===== src/rtl/seg_msg_writer_if.sv =====
// seg_msg_writer_if: keypad/status inputs and per-digit write bus of the display writer
interface seg_msg_writer_if #(
    parameter int SEGMENT_NUM = 6,
    parameter int W_DATA      = 5
);
    logic [3:0]                    key_num;
    logic                          key_vld;
    logic                          key_clr;
    logic [1:0]                    status;
    logic                          status_vld;
    logic [SEGMENT_NUM*W_DATA-1:0] din;
    logic [SEGMENT_NUM-1:0]        din_vld;
    logic                          busy;
    modport master (
        output key_num, key_vld, key_clr, status, status_vld,
        input  din, din_vld, busy
    );
    modport slave (
        input  key_num, key_vld, key_clr, status, status_vld,
        output din, din_vld, busy
    );
endinterface


===== src/rtl/seg_msg_writer.sv =====
// seg_msg_writer: writes keypad entry or status message images one digit slot at a time
module seg_msg_writer #(
    parameter int SEGMENT_NUM = 6,
    parameter int W_DATA      = 5,
    parameter int WR_HOLD     = 8,
    parameter int HOLD_CYC    = 50_000_000
) (
    input logic             clk,
    input logic             rst,
    seg_msg_writer_if.slave bus
);
    localparam int KW = $clog2(SEGMENT_NUM + 1);
    localparam int WW = $clog2(WR_HOLD + 1);
    localparam int HW = $clog2(HOLD_CYC + 1);
    localparam logic [KW-1:0] K_LAST = KW'(SEGMENT_NUM - 1);
    localparam logic [WW-1:0] W_LAST = WW'(WR_HOLD - 1);
    localparam logic [HW-1:0] H_LAST = HW'(HOLD_CYC - 1);
    localparam logic [W_DATA-1:0] BLANK = W_DATA'(5'h1F);
    localparam logic [5:0][4:0] OPEN_IMG  = {5'h1F, 5'h1F, 5'h10, 5'h11, 5'h12, 5'h13};
    localparam logic [5:0][4:0] LOCK_IMG  = {5'h1F, 5'h1F, 5'h14, 5'h10, 5'h15, 5'h16};
    localparam logic [5:0][4:0] ERROR_IMG = {5'h1F, 5'h1F, 5'h1F, 5'h12, 5'h18, 5'h18};
    typedef enum logic [1:0] {IDLE, WRITE, HOLD} state_t;
    state_t                               state_q;
    logic [SEGMENT_NUM-1:0][W_DATA-1:0]   din_q;
    logic [SEGMENT_NUM-1:0]               din_vld_q;
    logic                                 busy_q;
    logic [5:0][3:0]                      buf_q;
    logic [2:0]                           n_q;
    logic                                 msg_q;
    logic [1:0]                           sel_q;
    logic                                 pend_q;
    logic [KW-1:0]                        k_q;
    logic [WW-1:0]                        wcnt_q;
    logic [HW-1:0]                        hcnt_q;
    logic [KW-1:0]                        ld_k;
    logic [5:0][4:0]                      msg_img;
    logic [W_DATA-1:0]                    code_d;
    logic [SEGMENT_NUM-1:0]               vld_d;
    logic                                 key_ok;
    // ld_k is the slot that would be loaded on this edge: 0 when starting, k+1 when advancing
    assign ld_k    = (state_q == WRITE) ? k_q + 1'b1 : '0;
    assign msg_img = (sel_q == 2'b01) ? OPEN_IMG : (sel_q == 2'b10) ? LOCK_IMG : ERROR_IMG;
    assign code_d  = (int'(ld_k) > 5) ? BLANK :
                     msg_q ? W_DATA'(msg_img[ld_k]) :
                     (ld_k < n_q) ? W_DATA'({1'b0, buf_q[ld_k]}) : BLANK;
    assign vld_d   = SEGMENT_NUM'(1) << ld_k;
    assign key_ok  = bus.key_vld && bus.key_num <= 4'd9 && n_q != 3'd6;
    assign bus.din     = din_q;
    assign bus.din_vld = din_vld_q;
    assign bus.busy    = busy_q;
    always_ff @(posedge clk) begin
        if (rst) begin
            state_q   <= IDLE;
            din_q     <= {SEGMENT_NUM{BLANK}};
            din_vld_q <= '0;
            busy_q    <= 1'b0;
            buf_q     <= '0;
            n_q       <= '0;
            msg_q     <= 1'b0;
            sel_q     <= '0;
            pend_q    <= 1'b1;
            k_q       <= '0;
            wcnt_q    <= '0;
            hcnt_q    <= '0;
        end else if (bus.status_vld) begin
            // status aborts whatever is running; the restart goes through IDLE so din_vld drops for a cycle
            msg_q     <= bus.status != 2'b00;
            sel_q     <= bus.status;
            n_q       <= (bus.status == 2'b00) ? 3'd0 : n_q;
            state_q   <= IDLE;
            din_vld_q <= '0;
            busy_q    <= 1'b0;
            pend_q    <= 1'b1;
        end else begin
            case (state_q)
                IDLE: if (pend_q) begin
                    state_q       <= WRITE;
                    pend_q        <= 1'b0;
                    busy_q        <= 1'b1;
                    k_q           <= ld_k;
                    wcnt_q        <= '0;
                    din_q[ld_k]   <= code_d;
                    din_vld_q     <= vld_d;
                end
                WRITE: if (wcnt_q != W_LAST) begin
                    wcnt_q <= wcnt_q + 1'b1;
                end else if (k_q != K_LAST) begin
                    k_q         <= ld_k;
                    wcnt_q      <= '0;
                    din_q[ld_k] <= code_d;
                    din_vld_q   <= vld_d;
                end else begin
                    din_vld_q <= '0;
                    state_q   <= msg_q ? HOLD : IDLE;
                    busy_q    <= msg_q;
                    hcnt_q    <= '0;
                end
                default: if (hcnt_q != H_LAST) begin
                    hcnt_q <= hcnt_q + 1'b1;
                end else begin
                    state_q <= IDLE;
                    busy_q  <= 1'b0;
                    msg_q   <= 1'b0;
                    n_q     <= '0;
                    pend_q  <= 1'b1;
                end
            endcase
            if (!msg_q && (bus.key_clr || key_ok)) begin
                pend_q <= 1'b1;
                n_q    <= bus.key_clr ? 3'd0 : n_q + 1'b1;
                buf_q  <= bus.key_clr ? buf_q : {buf_q[4:0], bus.key_num};
            end
        end
    end
endmodule


===== src/flat_wrapper.sv =====
// flat-port wrapper written by rule: the top's interface ports become plain ports
module seg_msg_writer_flat 
#(
    parameter int SEGMENT_NUM = 6,
    parameter int W_DATA      = 5,
    parameter int WR_HOLD     = 8,
    parameter int HOLD_CYC    = 50_000_000
)
  (clk, rst, bus_key_num, bus_key_vld, bus_key_clr, bus_status, bus_status_vld, bus_din, bus_din_vld, bus_busy);
  seg_msg_writer_if #(.SEGMENT_NUM(SEGMENT_NUM), .W_DATA(W_DATA)) bus_i ();
  input logic clk;
  input logic rst;
  input wire logic [$bits(bus_i.key_num)-1:0] bus_key_num;
  input wire logic [$bits(bus_i.key_vld)-1:0] bus_key_vld;
  input wire logic [$bits(bus_i.key_clr)-1:0] bus_key_clr;
  input wire logic [$bits(bus_i.status)-1:0] bus_status;
  input wire logic [$bits(bus_i.status_vld)-1:0] bus_status_vld;
  output wire logic [$bits(bus_i.din)-1:0] bus_din;
  output wire logic [$bits(bus_i.din_vld)-1:0] bus_din_vld;
  output wire logic [$bits(bus_i.busy)-1:0] bus_busy;
  assign bus_i.key_num = bus_key_num;
  assign bus_i.key_vld = bus_key_vld;
  assign bus_i.key_clr = bus_key_clr;
  assign bus_i.status = bus_status;
  assign bus_i.status_vld = bus_status_vld;
  assign bus_din = bus_i.din;
  assign bus_din_vld = bus_i.din_vld;
  assign bus_busy = bus_i.busy;
  seg_msg_writer #(.SEGMENT_NUM(SEGMENT_NUM), .W_DATA(W_DATA), .WR_HOLD(WR_HOLD), .HOLD_CYC(HOLD_CYC)) u_core (.clk(clk), .rst(rst), .bus(bus_i));
endmodule

===== config.mk =====
export PLATFORM = sky130hd
export DESIGN_NAME = seg_msg_writer_flat
export DESIGN_NICKNAME = d
export VERILOG_FILES = /design/src/rtl/seg_msg_writer_if.sv /design/src/rtl/seg_msg_writer.sv /design/src/flat_wrapper.sv
export SDC_FILE = /design/constraint.sdc
export NUM_CORES = 1
export LEC_CHECK = 0
export CAP_MARGIN = 25
export CORE_UTILIZATION = 30
export CTS_BUF_LIST = sky130_fd_sc_hd__clkbuf_8
export CTS_CLUSTER_SIZE = 12
export DETAILED_ROUTE_END_ITERATION = 10
export RECOVER_POWER = 100
export SKIP_CTS_REPAIR_TIMING = 1
export SLEW_MARGIN = 20
export SYNTH_ARGS = -nofsm -noshare
export SYNTH_HDL_FRONTEND = slang
export SYNTH_SLANG_ARGS = --single-unit

===== constraint.sdc =====
create_clock -name clk -period 2.52 [get_ports clk]
set_input_delay 0.378 -clock clk [delete_from_list [all_inputs] [get_ports clk]]
set_output_delay 0.378 -clock clk [all_outputs]
set_load 0.005 [all_outputs]

==> results.cfg <==
[sta]
fin_crit_sh = 0.962
worst_slew_pin_slew_ns = 0.814
finalHoldViolCount = 0
fin_crit_ns = 2.42
maxSlewViolCount = 0
setup-violations-final = 0
worst_slack_ns = 0.0968
fmax_mhz = 413
hold_slack_ns = 0.464
relSlewSlack = 0.451
skew_ns = 0.0138

[detailed_routing]
ant_nets = 0
wire_per_inst_um = 14.8
vias = 4212
totalWireLength_um = 12300
dr.pass1.iters = 5
viasPerCell = 5.05
drc = 0
drtIter0Drc = 238

[power]
power_density_nw_per_um2 = 532
vdd_drop_max_v = 0.000245
p_leak_nw = 2.10

[place]
port_buffers = 47
post_dp_cell_area_um2 = 5670
gp_congestion = 0.875
dp_slack_ns = -0.00353
dpl.hpwl_um = 9020

[worst_setup_path]
cp-end-kind = register
reg2reg_slack_ns = 0.1
start_kind = register
arrival_ns = 2.69
rr_endpoint = u_core.bus.din[6]
critPathKind = register to register
path_max_fanout = 7
rr_startpoint = u_core.k_q[0]
r2r_cells = 10
cp.required_ns = 2.79

[layout]
final_nets = 639
layout-drive-gt1-share = 0.109
fillers = 1581
syn_to_final_growth_pct = 25.3
stdcell_area_um2 = 5930
insertedDiodeCount = 0

[floorplanning]
die-area_um2 = 16300
row_count = 45
ios = 48
die_y_um = 128
start_util = 0.309
core-area_um2 = 15300
die_x_um = 128

[yosys]
synth_top_area_frac = 0.436
yosys_register_bits = 103
async_flop_share = 0
yosysWarnings = 0
synth_area_um2 = 4730
netlist_instances = 551
synth_area_leaders = dfxtp_1 44%, mux2i_1 8.0%, nor2_1 7.6%, a21oi_1 3.0%, nand2_1 2.9%
synth_area_leader_cell = dfxtp_1
synth_edf_count = 0
avgSynthCellArea_um2 = 8.59
ys_seq_area_frac = 0.436
ys.flop_type = dfxtp_1
yosysUniqueCellTypes = 59
synth_nets = 572

[clock_tree]
cts_tree = done
root_buffer = clkbuf_8
htreeDepth = 3
cts_max_path_buffers = 2
clk_pin_slew_ns = 0.10
cts.sinks = 103
clk_latency_ns = 0.38
numCtsBuffers = 9

[global_routing]
grt_pass1_vias = 4007
grt_usage = 0.157
grt_antenna_before_repair = 0
grt_remaining_overflow = 0
grt_first_pass_wirelength_um = 20100
grt_start_max_net_pins = 64

[hold_path]
hold_path_class = register to register
min_delay_path_depth = 2
hold_end = u_core.bus.busy
hp-start = u_core.bus.busy

[run_status]
run_status = finished clean

[flow_run]
max-cap-violations = 0
-- worst max path at each step --
stage / from / to / slack [ns]
6_report: u_core.k_q[0] / u_core.bus.din[6] / 0.1
5_1_grt: u_core.k_q[0] / u_core.bus.din[11] / -0.01
4_1_cts: u_core.k_q[1] / u_core.bus.din[6] / -0.02
3_5_place_dp: u_core.k_q[1] / u_core.bus.din[6] / -0.004
3_3_place_gp: u_core.k_q[1] / u_core.bus.din[11] / 0.08
2_1_floorplan: u_core.k_q[0] / u_core.bus.din[16] / 0.03
-- through the flow --
step	instances	util	power (mW)	TNS (ns)
after floorplan	551	-	1.89	0
after global placement	816	0.370	2.03	0
after detailed placement	816	0.370	2.03	-0.00453
after CTS	832	0.385	3.22	-0.0535
after global routing	834	0.387	3.30	-0.0324
final	834	0.387	3.16	0
-- final cells by class --
type	count	area, µm²	share of cell area
inverter	19	71.3	0.0120
tap	211	264	0.0445
multi-input combinational	404	2590	0.437
timing repair buffer	81	709	0.120
clock buffer	10	138	0.0232
sequential	103	2060	0.348
clock inverter	6	93.8	0.0158
-- routing by layer --
metal | wire (µm) | up-vias | part of all wire | global-route usage
met5 | 0 | - | 0 | 0
met4 | 117 | 0 | 0.0095 | 0.0491
met3 | 528 | 13 | 0.043 | 0.0402
met2 | 6040 | 84 | 0.49 | 0.259
met1 | 5660 | 2015 | 0.46 | 0.201
li1 | - | 2100 | - | -
-- worst max-delay path, cell delays in order (launching register included) --
cell	delay (ns)
dfxtp_2	0.36
ha_2	0.20
xnor2_2	0.17
nand2b_4	0.16
inv_1	0.07
ha_4	0.25
a21oi_2	0.13
nand2_2	0.07
buf_4	0.16
or3_4	0.42
a221o_1	0.33
-- state kept, by name, indices dropped and copies added, names as in the netlist --
register,flops
u_core.bus.din_vld,6
u_core.wcnt_q,4
u_core.n_q,3
u_core.bus.busy,1
u_core.hcnt_q,26
u_core.pend_q,1
u_core.state_q,2
u_core.bus.din,30
u_core.msg_q,1
u_core.buf_q,24
u_core.sel_q,2
u_core.k_q,3
-- layout by cell type (no fill, tap or decap), types with 3 or more instances in the layout --
master           count
buf_4               23
or4_1                3
nand3_1             22
nand4_1             10
nand2b_1             3
nor2_1              96
o21ai_0             18
or3_1                5
clkbuf_1             7
ha_1                 7
xnor2_1             12
nor2b_1              4
inv_1               18
o211ai_1             8
a22oi_1              5
xor2_1              11
o22ai_1              3
o31ai_1              3
a221o_1              3
nor4_1               7
a31oi_1              6
and3_1               5
clkinv_4             3
a32oi_1              8
mux2i_1             38
clkdlybuf4s50_1      8
clkbuf_8            10
a21oi_1             26
dfxtp_1            101
dlygate4sd3_1       38
nand2_1             36
nor3_1              18
-- report_power, final --
group          switching (mW)  total [mW]  internal, mW
clock network           0.576        1.17         0.591
logic                   0.188       0.318         0.130
registers              0.0207        1.67          1.65
total                   0.784        3.16          2.37
-- kinds of logic (layout without fill, tap and decap cells) --
group / count (synthesis) / after routing / synth area share
AOI/OAI and AO/OA: 98 / 98 / 0.137
xor gates and xnor gates: 24 / 24 / 0.0444
adders and majority gates: 10 / 10 / 0.0264
buffers and inverters: 44 / 116 / 0.0373
DFF: 103 / 103 / 0.436
muxes: 39 / 39 / 0.0827
and+or+nand+nor: 233 / 233 / 0.237
-- Yosys cell counts (2+ instances only) --
cell type	number
or3b_2	2
or3_1	6
buf_2	3
and4b_1	2
nand2b_1	5
dfxtp_1	103
nor4b_1	2
nor4_1	8
ha_1	10
a21oi_1	28
o21ai_0	17
a32oi_1	8
xnor2_1	13
a31oi_1	6
clkbuf_1	18
mux2i_1	38
buf_1	3
and4_1	2
a221oi_1	3
nand4_1	10
a22oi_1	5
xor2_1	11
nand2_1	37
or4_1	3
nor2_1	96
nand3_1	22
nand3b_1	2
inv_1	18
nor3b_1	2
o22ai_1	3
a221o_1	3
nor2b_1	4
a211oi_1	2
o31ai_1	3
nor3_1	18
and3_1	5
o211ai_1	8
Note: power is estimated with default switching activity, not from simulation.
